==> config.mk <==
export PLATFORM = sky130hd
export DESIGN_NAME = dcm_prog_flat
export DESIGN_NICKNAME = d
export VERILOG_FILES = /design/src/rtl/dcm_prog_if.sv /design/src/rtl/dcm_prog.sv /design/src/flat_wrapper.sv
export SDC_FILE = /design/constraint.sdc
export NUM_CORES = 1
export LEC_CHECK = 0
export ABC_CLOCK_PERIOD_IN_PS = 1700
export BUFFER_PORTS_ARGS = -buffer_cell sky130_fd_sc_hd__buf_2
export CELL_PAD_IN_SITES_DETAIL_PLACEMENT = 1
export CELL_PAD_IN_SITES_GLOBAL_PLACEMENT = 1
export CORE_UTILIZATION = 41
export DETAILED_ROUTE_END_ITERATION = 12
export PLACE_DENSITY = 0.79
export RECOVER_POWER = 25
export SLEW_MARGIN = 20
export SYNTH_ARGS = -nofsm -noshare
export SYNTH_HDL_FRONTEND = slang
export SYNTH_SLANG_ARGS = --single-unit
==> constraint.sdc <==
create_clock -name clk -period 1.7 [get_ports clk]
set_input_delay 0.51 -clock clk [delete_from_list [all_inputs] [get_ports clk]]
set_output_delay 0.51 -clock clk [all_outputs]
set_load 0.02 [all_outputs]
==> src/rtl/dcm_prog_if.sv <==
// dcm_prog_if: command/status handshake plus the DCM dynamic-programming pins.
// The master side issues commands and models the DCM; the slave side is dcm_prog.
interface dcm_prog_if;
  logic       start;
  logic [7:0] mul_m1;
  logic [7:0] div_m1;
  logic       busy;
  logic       done;
  logic       err;
  logic       progen;
  logic       progdata;
  logic       progdone;
  logic       locked;

  modport master (
    output start, mul_m1, div_m1, progdone, locked,
    input  busy, done, err, progen, progdata
  );

  modport slave (
    input  start, mul_m1, div_m1, progdone, locked,
    output busy, done, err, progen, progdata
  );
endinterface

==> src/rtl/dcm_prog.sv <==
// dcm_prog: shifts a LoadD / LoadM / GO command into a DCM's PROGEN/PROGDATA port,
// then waits for the PROGDONE handshake and LOCKED, with a cycle-count timeout.
module dcm_prog #(
  parameter int unsigned TIMEOUT = 65535
) (
  input logic       clk,
  input logic       rst_n,
  dcm_prog_if.slave bus
);

  typedef enum logic [3:0] {
    IDLE      = 4'd0,
    LOADD     = 4'd1,
    GAP1      = 4'd2,
    LOADM     = 4'd3,
    GAP2      = 4'd4,
    GO        = 4'd5,
    WAIT_LO   = 4'd6,
    WAIT_HI   = 4'd7,
    WAIT_LOCK = 4'd8
  } state_t;

  // Counter value seen in the last allowed wait cycle; err fires on the edge after it.
  localparam logic [15:0] TMO_LAST = 16'(TIMEOUT - 32'd1);

  state_t      state_q;
  logic [7:0]  mul_q;
  logic [8:0]  shift_q;
  logic [3:0]  cnt_q;
  logic [15:0] tmo_q;
  logic        pd_meta_q;
  logic        pd_sync_q;
  logic        lk_meta_q;
  logic        lk_sync_q;
  logic        busy_q;
  logic        done_q;
  logic        err_q;
  logic        progen_q;
  logic        progdata_q;
  logic        adv_s;

  assign bus.busy     = busy_q;
  assign bus.done     = done_q;
  assign bus.err      = err_q;
  assign bus.progen   = progen_q;
  assign bus.progdata = progdata_q;

  // Two-flop synchronizers for the DCM status inputs.
  always_ff @(posedge clk or negedge rst_n) begin
    if (!rst_n) begin
      pd_meta_q <= 1'b0;
      pd_sync_q <= 1'b0;
      lk_meta_q <= 1'b0;
      lk_sync_q <= 1'b0;
    end else begin
      pd_meta_q <= bus.progdone;
      pd_sync_q <= pd_meta_q;
      lk_meta_q <= bus.locked;
      lk_sync_q <= lk_meta_q;
    end
  end

  // Exit condition of whichever wait state is active.
  always_comb begin
    adv_s = 1'b0;
    case (state_q)
      WAIT_LO:   adv_s = ~pd_sync_q;
      WAIT_HI:   adv_s = pd_sync_q;
      WAIT_LOCK: adv_s = lk_sync_q;
      default:   adv_s = 1'b0;
    endcase
  end

  // Sequencer; outputs are registered so each reflects the state being entered.
  always_ff @(posedge clk or negedge rst_n) begin
    if (!rst_n) begin
      state_q    <= IDLE;
      mul_q      <= 8'd0;
      shift_q    <= 9'd0;
      cnt_q      <= 4'd0;
      tmo_q      <= 16'd0;
      busy_q     <= 1'b0;
      done_q     <= 1'b0;
      err_q      <= 1'b0;
      progen_q   <= 1'b0;
      progdata_q <= 1'b0;
    end else begin
      done_q <= 1'b0;
      err_q  <= 1'b0;
      case (state_q)
        IDLE: begin
          progen_q   <= 1'b0;
          progdata_q <= 1'b0;
          if (bus.start) begin
            if (bus.mul_m1 == 8'd0) begin
              err_q <= 1'b1;
            end else begin
              // First LoadD bit goes out immediately; the rest wait in shift_q, LSB first.
              mul_q      <= bus.mul_m1;
              shift_q    <= {bus.div_m1, 1'b0};
              cnt_q      <= 4'd9;
              busy_q     <= 1'b1;
              progen_q   <= 1'b1;
              progdata_q <= 1'b1;
              state_q    <= LOADD;
            end
          end
        end
        LOADD, LOADM: begin
          if (cnt_q != 4'd0) begin
            progdata_q <= shift_q[0];
            shift_q    <= {1'b0, shift_q[8:1]};
            cnt_q      <= cnt_q - 4'd1;
          end else begin
            progen_q   <= 1'b0;
            progdata_q <= 1'b0;
            state_q    <= (state_q == LOADD) ? GAP1 : GAP2;
          end
        end
        GAP1: begin
          shift_q    <= {mul_q, 1'b1};
          cnt_q      <= 4'd9;
          progen_q   <= 1'b1;
          progdata_q <= 1'b1;
          state_q    <= LOADM;
        end
        GAP2: begin
          progen_q   <= 1'b1;
          progdata_q <= 1'b0;
          state_q    <= GO;
        end
        GO: begin
          progen_q   <= 1'b0;
          progdata_q <= 1'b0;
          tmo_q      <= 16'd0;
          state_q    <= WAIT_LO;
        end
        WAIT_LO, WAIT_HI, WAIT_LOCK: begin
          progen_q   <= 1'b0;
          progdata_q <= 1'b0;
          // An advance in the final allowed cycle takes priority over the timeout.
          if (adv_s) begin
            tmo_q <= tmo_q + 16'd1;
            case (state_q)
              WAIT_LO: state_q <= WAIT_HI;
              WAIT_HI: state_q <= WAIT_LOCK;
              default: begin
                done_q  <= 1'b1;
                busy_q  <= 1'b0;
                state_q <= IDLE;
              end
            endcase
          end else if (tmo_q == TMO_LAST) begin
            err_q   <= 1'b1;
            busy_q  <= 1'b0;
            state_q <= IDLE;
          end else begin
            tmo_q <= tmo_q + 16'd1;
          end
        end
        default: begin
          busy_q     <= 1'b0;
          progen_q   <= 1'b0;
          progdata_q <= 1'b0;
          state_q    <= IDLE;
        end
      endcase
    end
  end

endmodule

==> src/flat_wrapper.sv <==
// flat-port wrapper written by rule: the top's interface ports become plain ports
module dcm_prog_flat 
#(
  parameter int unsigned TIMEOUT = 65535
)
  (clk, rst_n, bus_start, bus_mul_m1, bus_div_m1, bus_progdone, bus_locked, bus_busy, bus_done, bus_err, bus_progen, bus_progdata);
  dcm_prog_if bus_i ();
  input logic clk;
  input logic rst_n;
  input wire logic [$bits(bus_i.start)-1:0] bus_start;
  input wire logic [$bits(bus_i.mul_m1)-1:0] bus_mul_m1;
  input wire logic [$bits(bus_i.div_m1)-1:0] bus_div_m1;
  input wire logic [$bits(bus_i.progdone)-1:0] bus_progdone;
  input wire logic [$bits(bus_i.locked)-1:0] bus_locked;
  output wire logic [$bits(bus_i.busy)-1:0] bus_busy;
  output wire logic [$bits(bus_i.done)-1:0] bus_done;
  output wire logic [$bits(bus_i.err)-1:0] bus_err;
  output wire logic [$bits(bus_i.progen)-1:0] bus_progen;
  output wire logic [$bits(bus_i.progdata)-1:0] bus_progdata;
  assign bus_i.start = bus_start;
  assign bus_i.mul_m1 = bus_mul_m1;
  assign bus_i.div_m1 = bus_div_m1;
  assign bus_i.progdone = bus_progdone;
  assign bus_i.locked = bus_locked;
  assign bus_busy = bus_i.busy;
  assign bus_done = bus_i.done;
  assign bus_err = bus_i.err;
  assign bus_progen = bus_i.progen;
  assign bus_progdata = bus_i.progdata;
  dcm_prog #(.TIMEOUT(TIMEOUT)) u_core (.clk(clk), .rst_n(rst_n), .bus(bus_i));
endmodule
# Word level (Yosys, flattened, before mapping)
# Cells that the tools add are included.
[word_totals]
word_cells = 90
regBits = 50
out_inout_bits = 5
[op_classes]
muxes = 40
n_eq_ne = 16
n_reduce_logical = 15
addsub = 2
bitwise_logic = 3
[op_table]
columns = ["cell", "count"]
rows = [
  ["$mux 16", 2],
  ["$mux 4", 8],
  ["$pmux 16 s2", 1],
  ["$mux 9", 3],
  ["$pmux 9 s3", 1],
  ["$pmux 4 s6", 1],
  ["$add 16x1->16 const B", 1],
  ["$eq 16x16->1 const B", 1],
  ["$eq 4x3->1 const B", 4],
  ["$mux 1", 16],
  ["$pmux 1 s3", 4],
  ["$pmux 4 s3", 1],
  ["$eq 4x2->1 const B", 2],
  ["$logic_not 8->1", 1],
  ["$pmux 4 s2", 1],
  ["$reduce_and 4->1", 2],
  ["$ne 2x2->1 const B", 3],
  ["$reduce_or 2->1", 3],
  ["$reduce_and 5->1", 1],
  ["$reduce_or 5->1", 1],
  ["$eq 4x1->1 const B", 1],
  ["$eq 4x4->1 const B", 1],
  ["$logic_not 4->1", 1],
  ["$reduce_bool 4->1", 1],
  ["13 further kinds", 15],
]

# Depth between registers and ports, before layout
[logic_depth]
word_depth = 5
ltp_mapped = 8
ltp_nobuf = 7

# Worst setup path before layout
# Ideal clock, no wire load.
[synth_path]
path_type = "reg-to-reg"
start = "register u_core.state_q[0]"
end = "register u_core.tmo_q[10]"
path_buffers = 0
t_arrival_ns = 1.842
setup_slack_ns = -0.220
stages_incl_launch_ff = 6
setup_time_ns = 0.078
required_time_ns = 1.622
path_cell_list = "dfrtp_1 -> or4b_4 -> o21ai_4 -> nand2_4 -> or4_1 -> a21oi_1"
[synth_via]
elab_chain_len = 4
elab_cells_between_ends = 11
cone_classes = "eq/ne: 5; mux: 3; reduce/logical: 3"
[synth_lines]
columns = ["element", "line_no", "rtl"]
rows = [
  ["start: declaration", "dcm_prog.sv:26", "state_t state_q;"],
  ["start signal: assignment", "dcm_prog.sv:117", "state_q <= (state_q == LOADD) ? GAP1 : GAP2;"],
  ["$eq 4x4->1 or $eq 4x3->1 (tied branches)", "dcm_prog.sv:66, dcm_prog.sv:90", ""],
  ["$pmux 1 s3 or $reduce_or 3->1 (tied branches)", "dcm_prog.sv:66, dcm_prog.sv:90", ""],
  ["$mux 16 (tied with other cells)", "dcm_prog.sv:142", "if (adv_s) begin"],
  ["$pmux 16 s2 or $reduce_and 2->1 (tied branches)", "-", ""],
  ["end signal: assignment", "dcm_prog.sv:143", "tmo_q <= tmo_q + 16'd1;"],
  ["end signal: assignment", "dcm_prog.sv:158", "tmo_q <= tmo_q + 16'd1;"],
  ["end: declaration", "dcm_prog.sv:30", "logic [15:0] tmo_q;"],
]
# Parallel ways exist; a longest one is shown, timed or not.
# A chain may end at the register's enable or synchronous reset.

# Final worst setup path
[layout_path]
start = "register u_core.state_q[3]"
end = "register u_core.tmo_q[6]"
# The elaborated chain is that of the path after synthesis.

==> reports/qor.json <==
{
  "path_max_fanout": {"value": 7},
  "rsz0062_at_grt": {"value": "yes"},
  "final_nets": {"value": 389},
  "synth.ff_latch_count": {"value": 50},
  "synth.area.mux_share": {"value": 8.107, "unit": "%"},
  "reported_max_cap_violation_count": {"value": 0},
  "final_max_slew_viol_count": {"value": 0},
  "wl_per_cell": {"value": 25.62, "unit": "um"},
  "grt_antenna_before_repair": {"value": 0},
  "place_inst": {"value": 407},
  "grt_pass1_vias": {"value": 2782},
  "drt_iter0_drc": {"value": 232},
  "fraction_of_final_layout_cells_with_drive_strength_greater_than_1": {"value": 51.91, "unit": "%"},
  "num_io_pins": {"value": 26},
  "finalWeightedCongestion": {"value": 0.8268},
  "timing.final.hold_violations": {"value": 0},
  "setup_ws": {"value": -0.5382, "unit": "ns"},
  "routed-via-count": {"value": 2874},
  "synthesis.nets": {"value": 288},
  "cts_root_buf": {"value": "clkbuf_8"},
  "cp_data_required_time": {"value": 1.88, "unit": "ns"},
  "crit_path_end_kind": {"value": "register"},
  "min_period_over_period": {"value": 131.7, "unit": "%"},
  "synthDominantCellAreaShare": {"value": 47.69, "unit": "%"},
  "syn_inst": {"value": 264},
  "crit_path_start_kind": {"value": "register"},
  "numCtsBuffers": {"value": 5},
  "synth_largest_area_cell": {"value": "dfrtp_1"},
  "grt_start_max_net_pins": {"value": 51},
  "worst_setup_hold_path_clk_slew": {"value": 0.09, "unit": "ns"},
  "synthArstFlopShare": {"value": 100.0, "unit": "%"},
  "power_per_cell_area": {"value": 1635, "unit": "nW/um^2"},
  "yosysWarningCount": {"value": 0},
  "syn_area_per_cell": {"value": 9.939, "unit": "um^2"},
  "peakVddDrop": {"value": 1329, "unit": "uV"},
  "drc_errors": {"value": 0},
  "placement_rows": {"value": 28},
  "core-area": {"value": 6061, "unit": "um^2"},
  "post_synth_most_frequent_cells": {"value": "dfrtp_1 (50), o21ai_0 (22), a21oi_1 (20), mux2_2 (18), nand2_1 (17)"},
  "clk_path_buf_depth": {"value": 2},
  "fillCellCount": {"value": 641},
  "synth_adder_area_share": {"value": 1.431, "unit": "%"},
  "power.static_leakage": {"value": 1.744, "unit": "nW"},
  "synth.area.top_cells": {"value": "dfrtp_1 (48%), mux2_2 (7.7%), o21ai_0 (4.2%), a21oi_1 (3.8%), nand2_1 (2.4%)"},
  "max_slew.worst_pin.slew": {"value": 1.273, "unit": "ns"},
  "violations": {"value": "negative setup slack"},
  "count_of_flip_flops_with_a_built_in_enable_after_synthesis": {"value": 0},
  "slew-limit-headroom": {"value": 15.15, "unit": "%"},
  "worst-setup-path-type": {"value": "register to register"},
  "area_share_of_and_or_nand_nor_cells_after_synthesis": {"value": 19.55, "unit": "%"},
  "drtAntennaViolNets": {"value": 0},
  "synth_xor_xnor_area_share": {"value": 1.335, "unit": "%"},
  "grt_resource_usage_total": {"value": 27.65, "unit": "%"},
  "max_freq": {"value": 446.8, "unit": "MHz"},
  "global_route_wire_length_before_repair": {"value": 13860, "unit": "um"},
  "synth_top_family_by_area": {"value": "simple AND/OR/NAND/NOR gates"},
  "setup_viol_count_final": {"value": 45},
  "start_util": {"value": 43.29, "unit": "%"},
  "run_status": {"value": "finished, violations left"},
  "dieArea": {"value": 6723, "unit": "um^2"},
  "path_delay_family": {"value": "compound AO/OA/AOI/OAI gates"},
  "drt_pre_antenna_iters": {"value": 4},
  "synthMostInstantiatedCell": {"value": "dfrtp_1"},
  "routed_wl": {"value": 11300, "unit": "um"},
  "cts_tree": {"value": "yes"},
  "num_antenna_cells": {"value": 0},
  "cp.arrival": {"value": 2.42, "unit": "ns"},
  "post-route-min-period": {"value": 2.238, "unit": "ns"},
  "areaGrowthSynthToFinish": {"value": 52.36, "unit": "%"},
  "dp_hpwl": {"value": 5297, "unit": "um"},
  "clock_sinks": {"value": 50},
  "synth_cell_type_count": {"value": 46},
  "dominantRegCellSynth": {"value": "dfrtp_1"},
  "worst_hold_slack": {"value": 0.2985, "unit": "ns"},
  "dieWidth": {"value": 82.00, "unit": "um"},
  "path_cells": {"value": "or4b_4 -> o21ai_4 -> buf_6 -> nand2_4 -> buf_4 -> o31ai_1 -> a21oi_1"},
  "clock_latency": {"value": 0.32, "unit": "ns"},
  "cp_slowest_stage_delay": {"value": 0.54, "unit": "ns"},
  "ys_seq_area_share": {"value": 47.69, "unit": "%"},
  "io_buffers": {"value": 25},
  "grt.overflow.total": {"value": 0},
  "dieHeight": {"value": 82.00, "unit": "um"},
  "h_tree_depth_reported_by_cts": {"value": 2},
  "clock_skew": {"value": 0.01524, "unit": "ns"},
  "setup_total_negative_slack": {"value": -11.67, "unit": "ns"},
  "cts_hold_repair.buffers": {"value": 0},
  "critical_path.n_buffers_inverters": {"value": 2},
  "critPathSlowestCell": {"value": "or4b_4"},
  "dpl-instance-area": {"value": 3278, "unit": "um^2"},
  "post_detailed_route_via_to_cell_ratio": {"value": 6.517},
  "synth.cell_area": {"value": 2624, "unit": "um^2"},
  "post-route-cell-area": {"value": 3998, "unit": "um^2"},
  "final-instance-count-excl-fill": {"value": 441},
  "worstHoldPathType": {"value": "input pin to register"},
  "place_ws": {"value": -0.3257, "unit": "ns"},
  "area_fraction_in_compound_gates_after_synthesis": {"value": 18.88, "unit": "%"}
}
## registers in the layout (all words and copies together), names as in the netlist
signal               cells
u_core.lk_sync_q         1
u_core.cnt_q             4
u_core.bus.progdata      1
u_core.lk_meta_q         1
u_core.bus.done          1
u_core.state_q           4
u_core.mul_q             8
u_core.bus.err           1
u_core.bus.busy          1
u_core.shift_q           9
u_core.tmo_q            16
u_core.pd_meta_q         1
u_core.bus.progen        1
u_core.pd_sync_q         1
## area by class of cell
class                   count  area, um^2  share of cell area, %
clock buffers               6       72.57                  1.815
repair buffers            105       827.0                  20.69
well taps                  75       93.84                  2.347
multi-input cells         196        1688                  42.22
clock inverters             2       37.54                 0.9390
inverters                   7       26.28                 0.6573
flip-flops and latches     50        1252                  31.33
## cell usage in the layout, fill, tap and decap left out, drive strengths merged, types with 2 or more instances in the layout
master,Yosys,layout
o41ai,4,4
nor4,5,5
o311ai,2,2
o31ai,6,6
buf,5,103
and3,3,3
dfrtp,50,50
or4,5,5
a21o,2,2
inv,7,7
a211oi,2,2
or4b,2,2
nand2b,3,3
o21a,5,5
o22ai,7,7
nand3,8,8
or3,8,8
nand4,8,8
ha,3,3
nor2,8,8
nor3,4,4
clkbuf,8,8
nand2,19,21
nand3b,8,8
and2,3,3
o21ai,26,26
a21oi,20,20
xnor2,3,3
mux2,18,18
or3b,2,2
## repair_timing
item	4_1_cts	5_1_grt
hold endpoints to repair	0	0
cloned	1	2
resized for setup	22	71
pin swaps	12	11
endpoints found under the setup margin	44	44
setup buffers	8	15
## final timing paths
check	from	to	slack, ns	cells past startpoint
worst max-delay path	u_core.state_q[3]	u_core.tmo_q[6]	-0.54	7
worst min-delay path	bus_progdone	u_core.pd_meta_q	0.30	1
min in group asynchronous	rst_n	u_core.mul_q[4]	0.54	2
worst min register to register	u_core.pd_meta_q	u_core.pd_sync_q	0.36	0
max in group asynchronous	rst_n	u_core.state_q[2]	0.29	2
worst max register to register	u_core.state_q[3]	u_core.tmo_q[6]	-0.54	7
## stage by stage
stage / total power [mW] / util (%)
detailed placement: 4.224 / 54.09
floorplan: 3.336 / -
global placement: 4.081 / 54.09
CTS: 5.258 / 58.36
finish: 6.536 / 65.96
global route: 6.767 / 65.96
## per-layer routing
metal,share of wire (%),vias up,global-route usage [%]
met5,0,-,0
met4,4.8,0,9.649
met3,5.5,53,4.556
met1,42,1469,34.79
li1,-,1201,-
met2,48,151,47.52
## power by group
| group | internal, mW | switching (mW) | total [mW] | leakage (nW) |
|---|---|---|---|---|
| logic | 1.86 | 1.91 | 3.78 | 1.07 |
| clock network | 0.440 | 0.425 | 0.864 | 0.0514 |
| registers | 1.56 | 0.339 | 1.90 | 0.623 |
| total | 3.86 | 2.67 | 6.54 | 1.74 |
## kinds of logic (layout without fill, tap and decap cells)
family	count (synthesis)	count (layout)
flops	50	50
fa+ha+maj	3	3
simple gates	88	90
mux	19	19
buf+inv	20	120
xor+xnor	4	4
compound gates	80	80
Note: power is estimated with default switching activity, not from simulation.
